### config.mk
export PLATFORM = sky130hd
export DESIGN_NAME = i2c_slave_regs
export DESIGN_NICKNAME = d
export VERILOG_FILES = /design/src/rtl/i2c_slave_regs.sv
export SDC_FILE = /design/constraint.sdc
export NUM_CORES = 1
export LEC_CHECK = 0
export CAP_MARGIN = 20
export CORE_UTILIZATION = 60
export DETAILED_ROUTE_END_ITERATION = 7
export PLACE_DENSITY = 0.74
export SKIP_LAST_GASP = 1
export SYNTH_ARGS = -nofsm -noshare
export SYNTH_HDL_FRONTEND = slang
export SYNTH_SLANG_ARGS = --single-unit
### constraint.sdc
create_clock -name clk -period 3.2 [get_ports clk]
set_clock_uncertainty 0.1 [all_clocks]
set_input_delay 0.48 -clock clk [delete_from_list [all_inputs] [get_ports clk]]
set_output_delay 0.48 -clock clk [all_outputs]
set_load 0.01 [all_outputs]
### src/rtl/i2c_slave_regs.sv
// i2c_slave_regs: I2C target exposing a 2**ADDR_W byte register file; write with a pointer byte, read with auto-increment.
module i2c_slave_regs #(
   parameter logic [6:0] SLV_ADDR = 7'h50,
   parameter int         ADDR_W   = 4
) (
   input  logic              clk,
   input  logic              rst,
   input  logic              i2c_scl_i,
   input  logic              i2c_sda_i,
   output logic              i2c_sda_o,
   output logic              i2c_sda_t,
   output logic              busy,
   output logic              reg_wr_vld,
   output logic [ADDR_W-1:0] reg_wr_adr,
   output logic [7:0]        reg_wr_dat,
   input  logic [ADDR_W-1:0] usr_adr,
   output logic [7:0]        usr_dat
);
   localparam logic [3:0] S_IDLE = 4'd0, S_ADDR = 4'd1, S_ADDR_ACK = 4'd2, S_PTR = 4'd3, S_PTR_ACK = 4'd4,
                          S_WR = 4'd5, S_WR_ACK = 4'd6, S_RD = 4'd7, S_RD_ACK = 4'd8, S_IGNORE = 4'd9;
   localparam logic [ADDR_W-1:0] PTR_ONE = ADDR_W'(1);
   localparam int DEPTH = 2 ** ADDR_W;
   logic [2:0] scl_q, sda_q;
   logic [3:0] state_q, state_d, bcnt_q, bcnt_d;
   logic [7:0] shift_q, shift_d, wr_dat_q, wr_dat_d;
   logic [ADDR_W-1:0] ptr_q, ptr_d, wr_adr_q, wr_adr_d;
   logic [7:0] regs_q [DEPTH];
   logic [7:0] regs_d [DEPTH];
   logic sda_t_q, sda_t_d, ack_q, ack_d, rw_q, rw_d, wr_vld_q, wr_vld_d;
   logic scl_rise, scl_fall, start, stop;
   // [0],[1] synchronise the pins, [2] is the previous synchronised value for edge detection
   assign scl_rise = scl_q[1] & ~scl_q[2];
   assign scl_fall = ~scl_q[1] & scl_q[2];
   assign start    = scl_q[1] & scl_q[2] & ~sda_q[1] & sda_q[2];
   assign stop     = scl_q[1] & scl_q[2] & sda_q[1] & ~sda_q[2];
   always_comb begin
      state_d  = state_q;
      bcnt_d   = bcnt_q;
      shift_d  = shift_q;
      ptr_d    = ptr_q;
      regs_d   = regs_q;
      sda_t_d  = sda_t_q;
      ack_d    = ack_q;
      rw_d     = rw_q;
      wr_vld_d = 1'b0;
      wr_adr_d = wr_adr_q;
      wr_dat_d = wr_dat_q;
      if (start) begin
         state_d = S_ADDR;
         bcnt_d  = 4'd0;
         ack_d   = 1'b0;
         sda_t_d = 1'b1;
      end else if (stop) begin
         state_d = S_IDLE;
         ack_d   = 1'b0;
         sda_t_d = 1'b1;
      end else if (scl_rise) begin
         case (state_q)
            S_ADDR, S_PTR, S_WR: begin
               shift_d = {shift_q[6:0], sda_q[1]};
               bcnt_d  = bcnt_q + 4'd1;
               if (bcnt_q == 4'd7) begin
                  ack_d = 1'b0;
                  if (state_q == S_ADDR) begin
                     state_d = (shift_d[7:1] == SLV_ADDR) ? S_ADDR_ACK : S_IGNORE;
                     rw_d    = sda_q[1];
                  end else if (state_q == S_PTR) begin
                     ptr_d   = shift_d[ADDR_W-1:0];
                     state_d = S_PTR_ACK;
                  end else state_d = S_WR_ACK;
               end
            end
            S_RD_ACK: begin
               state_d = sda_q[1] ? S_IGNORE : S_RD;
               if (!sda_q[1]) begin
                  shift_d = regs_q[ptr_q];
                  ptr_d   = ptr_q + PTR_ONE;
                  bcnt_d  = 4'd0;
               end
            end
            default: ;
         endcase
      end else if (scl_fall) begin
         case (state_q)
            S_ADDR_ACK, S_PTR_ACK, S_WR_ACK: begin
               if (!ack_q) begin
                  ack_d   = 1'b1;
                  sda_t_d = 1'b0;
                  if (state_q == S_WR_ACK) begin
                     regs_d[ptr_q] = shift_q;
                     wr_vld_d      = 1'b1;
                     wr_adr_d      = ptr_q;
                     wr_dat_d      = shift_q;
                     ptr_d         = ptr_q + PTR_ONE;
                  end
               end else begin
                  ack_d   = 1'b0;
                  sda_t_d = 1'b1;
                  bcnt_d  = 4'd0;
                  state_d = (state_q == S_ADDR_ACK) ? S_PTR : S_WR;
                  // the read MSB must appear on the very fall that ends the address ACK
                  if (state_q == S_ADDR_ACK && rw_q) begin
                     state_d = S_RD;
                     sda_t_d = regs_q[ptr_q][7];
                     shift_d = {regs_q[ptr_q][6:0], 1'b0};
                     ptr_d   = ptr_q + PTR_ONE;
                     bcnt_d  = 4'd1;
                  end
               end
            end
            S_RD: begin
               if (bcnt_q == 4'd8) begin
                  sda_t_d = 1'b1;
                  state_d = S_RD_ACK;
               end else begin
                  sda_t_d = shift_q[7];
                  shift_d = {shift_q[6:0], 1'b0};
                  bcnt_d  = bcnt_q + 4'd1;
               end
            end
            default: ;
         endcase
      end
   end
   always_ff @(posedge clk or negedge rst) begin
      if (!rst) begin
         scl_q    <= 3'b111;
         sda_q    <= 3'b111;
         state_q  <= S_IDLE;
         bcnt_q   <= 4'd0;
         shift_q  <= 8'd0;
         ptr_q    <= '0;
         regs_q   <= '{default: 8'd0};
         sda_t_q  <= 1'b1;
         ack_q    <= 1'b0;
         rw_q     <= 1'b0;
         wr_vld_q <= 1'b0;
         wr_adr_q <= '0;
         wr_dat_q <= 8'd0;
      end else begin
         scl_q    <= {scl_q[1:0], i2c_scl_i};
         sda_q    <= {sda_q[1:0], i2c_sda_i};
         state_q  <= state_d;
         bcnt_q   <= bcnt_d;
         shift_q  <= shift_d;
         ptr_q    <= ptr_d;
         regs_q   <= regs_d;
         sda_t_q  <= sda_t_d;
         ack_q    <= ack_d;
         rw_q     <= rw_d;
         wr_vld_q <= wr_vld_d;
         wr_adr_q <= wr_adr_d;
         wr_dat_q <= wr_dat_d;
      end
   end
   assign i2c_sda_o  = 1'b0;
   assign i2c_sda_t  = sda_t_q;
   assign busy       = (state_q >= S_ADDR_ACK) && (state_q <= S_RD_ACK);
   assign reg_wr_vld = wr_vld_q;
   assign reg_wr_adr = wr_adr_q;
   assign reg_wr_dat = wr_dat_q;
   assign usr_dat    = regs_q[usr_adr];
endmodule

==> flow_metrics.tcl <==
set metrics [dict create \
    outcome "finished clean" \
    clockRootBuffer "clkbuf_16" \
    grt.overflow.total 0 \
    wl_per_cell_microns 27.59 \
    ant_nets 0 \
    worst_pin_slew_ns 0.8893 \
    first_global_vias 6905 \
    antenna_found_initial 0 \
    grt_use_total_pct 34.67 \
    yosysTopAreaCell "dfrtp_1" \
    rsz0062_at_grt "false" \
    endpoint_kind "output port" \
    max-clock-path-buffers 2 \
    n_fill_cell 1105 \
    synth_top_area_share_pct 42.20 \
    cp_max_fo 16 \
    die_w_microns 128.9 \
    postSynth.asyncResetShare_pct 100.0 \
    tritoncts "done" \
    place_hpwl_microns 18060 \
    portBuffers 30 \
    numCtsBuffers 17 \
    area_delta_synth_final_pct 12.05 \
    ys.flop_type "dfrtp_1" \
    fmax_mhz 318.9 \
    fin_crit_ns 3.135 \
    power_density_mw_per_mm2 654.2 \
    post_cts_buffers 0 \
    globalplace.congestion 0.9335 \
    fin_util_pct 68.43 \
    min_period_over_period_pct 97.98 \
    synth_edf_count 0 \
    core_sq_mm 0.01583 \
    crit_required_ns 2.62 \
    crit_path_start_kind "primary input" \
    ios 32 \
    synth-seq-area-share_pct 44.10 \
    first_iter_violations 796 \
    leakage_nw 4.916 \
    cp_data_arrival_time_ns 2.56 \
    nNetsFinal 752 \
    syn_area_per_cell_sq_um 13.41 \
    synth.most_common_cell "dfrtp_1" \
    synthCells 721 \
    diodes 0 \
    yosysUniqueCellTypes 71 \
    synth_area_sq_mm 0.009667 \
    via_count 6746 \
    peakVddDrop_uv 485.3 \
    path_clk_slew_ns 0.07 \
    drcViolationCount 0 \
    grt_max_degree 61 \
    final_area_sq_mm 0.01083 \
    initial_core_util_pct 61.08 \
    yosysWarnings 0 \
    layout-drive-gt1-share_pct 39.04 \
    synth_commonest_cells "dfrtp_1 (163), mux2_2 (146), mux4_2 (61)" \
    setup_violations 0 \
    cts.sinks 170 \
    via_per_inst 6.998 \
    drv_slew 0 \
    postSynthNetCount 738 \
    synth.top_cells.by_area "dfrtp_1 (42%), mux2_2 (17%), mux4_2 (14%)" \
    totalNegativeSetupSlack_ns 0 \
    dr.pass1.iters 7 \
    grt_pass1_wl_microns 41330 \
    core.rowCount 46 \
    hold_path.class "flip-flop to flip-flop" \
    wirelength_microns 26600 \
    die-area_sq_mm 0.01662 \
    worstSetupPathType "primary input to output port" \
    finalHoldViolations 0 \
    placed_area_sq_mm 0.01021 \
    clock_latency_ns 0.44 \
    maxSlewHeadroom_pct 40.71 \
    max-cap-violations 0 \
    htreeDepth 4 \
    die_h_microns 128.9 \
    ys_seq_elements 170 \
]
-- worst max-delay path, stage by stage --
cell and delay [ns]:
dlygate4sd2_1 0.38, bufbuf_16 0.37, mux4_2 0.30, mux4_2 0.52, clkdlybuf4s50_1 0.50
-- area by class of cell --
cell class | count | area, sq um | area share [%]
Tap cell | 216 | 270.3 | 2.495
Timing Repair Buffer | 63 | 633.1 | 5.845
Multi-Input combinational cell | 467 | 5027 | 46.41
Clock inverter | 15 | 151.4 | 1.398
Clock buffer | 17 | 425.4 | 3.927
Inverter | 16 | 60.06 | 0.5545
Sequential cell | 170 | 4264 | 39.37
-- per-stage QoR --
stage	worst slack (ns)	total power [mW]	hold WS (ns)	std cells
after CTS	0.09177	7.055	0.2589	964
after detailed placement	0.01572	5.037	0.2488	930
after floorplan	0.5980	4.260	0.08441	721
after global placement	0.03168	4.970	0.2491	930
after global routing	0.05587	7.383	0.2617	964
final	0.06451	7.086	0.2575	964
-- cells in the final DEF, fill, tap and decap left out, types with 3 or more instances in the layout --
cell / synthesis / final
a211oi_1: 4 / 4
buf_12: 0 / 5
mux2_2: 146 / 146
o21bai_1: 3 / 3
or3_1: 7 / 7
o21ai_0: 11 / 11
a221o_1: 6 / 6
o31a_1: 6 / 6
o211ai_1: 7 / 7
mux4_2: 61 / 61
dfstp_2: 7 / 7
and2_1: 3 / 3
nor2b_1: 3 / 3
and3_1: 17 / 17
buf_4: 4 / 26
inv_8: 0 / 5
a32o_1: 4 / 4
mux4_1: 10 / 10
a22o_1: 5 / 5
clkbuf_16: 0 / 17
nand2b_1: 5 / 5
a31oi_1: 4 / 4
nand3_2: 4 / 4
inv_6: 0 / 4
nand2_1: 19 / 19
nor3_1: 10 / 10
mux2i_1: 16 / 16
ha_1: 9 / 9
nand4_1: 6 / 6
dfrtp_1: 163 / 162
nand3_1: 14 / 14
nor2_1: 26 / 26
a21oi_1: 16 / 16
clkdlybuf4s50_1: 0 / 27
inv_1: 15 / 15
-- registers in the layout, summed over array words and instances, names as in the netlist, 3 cells and up --
register	count
regs_q	128
reg_wr_dat	8
shift_q	8
bcnt_q	4
ptr_q	4
reg_wr_adr	4
state_q	4
scl_q	3
sda_q	3
-- final timing paths --
kind                            cells after the start  slack, ns     endpoint        from
worst min register to register                      0       0.26     scl_q[1]    scl_q[0]
worst min-delay path                                0       0.26     scl_q[1]    scl_q[0]
worst max register to register                      4       0.35    regs_q[7]    ptr_q[0]
worst max-delay path                                5       0.06   usr_dat[2]  usr_adr[1]
max in group asynchronous                           3       1.72  regs_q[126]         rst
min in group asynchronous                           2       0.48        ack_q         rst
-- per-layer routing --
metal	vias to the layer above	track usage (%)	part of all wire, %	wire length (microns)
met5	-	0	0	0
met4	0	18.62	5.1	1347
met3	97	9.563	8.8	2342
met2	394	53.70	48	12740
met1	3438	44.78	38	10170
li1	2817	-	-	-
-- report_power, final --
group	internal [mW]	switching [mW]
sequential	2.39	0.670
clock	1.04	0.984
combinational	0.967	1.03
total	4.40	2.69
-- kinds of logic after synthesis --
| group | Yosys count | share of synthesized area (%) |
|---|---|---|
| other cells | 1 | 0.03879 |
| fa+ha+maj | 9 | 1.165 |
| flops | 170 | 44.10 |
| mux | 233 | 35.59 |
| simple gates | 133 | 7.870 |
| buf+inv | 84 | 3.986 |
| compound gates | 90 | 7.158 |
| xor+xnor | 1 | 0.09062 |
-- repair_timing --
item | CTS | global route
endpoints found under the hold margin | 45 | 0
endpoints found under the setup margin | 1 | 1
hold buffers | 1 | 0
resized for setup | 1 | 1
gates cloned | 1 | 0
No activity file was read; power rests on OpenSTA's default activity.
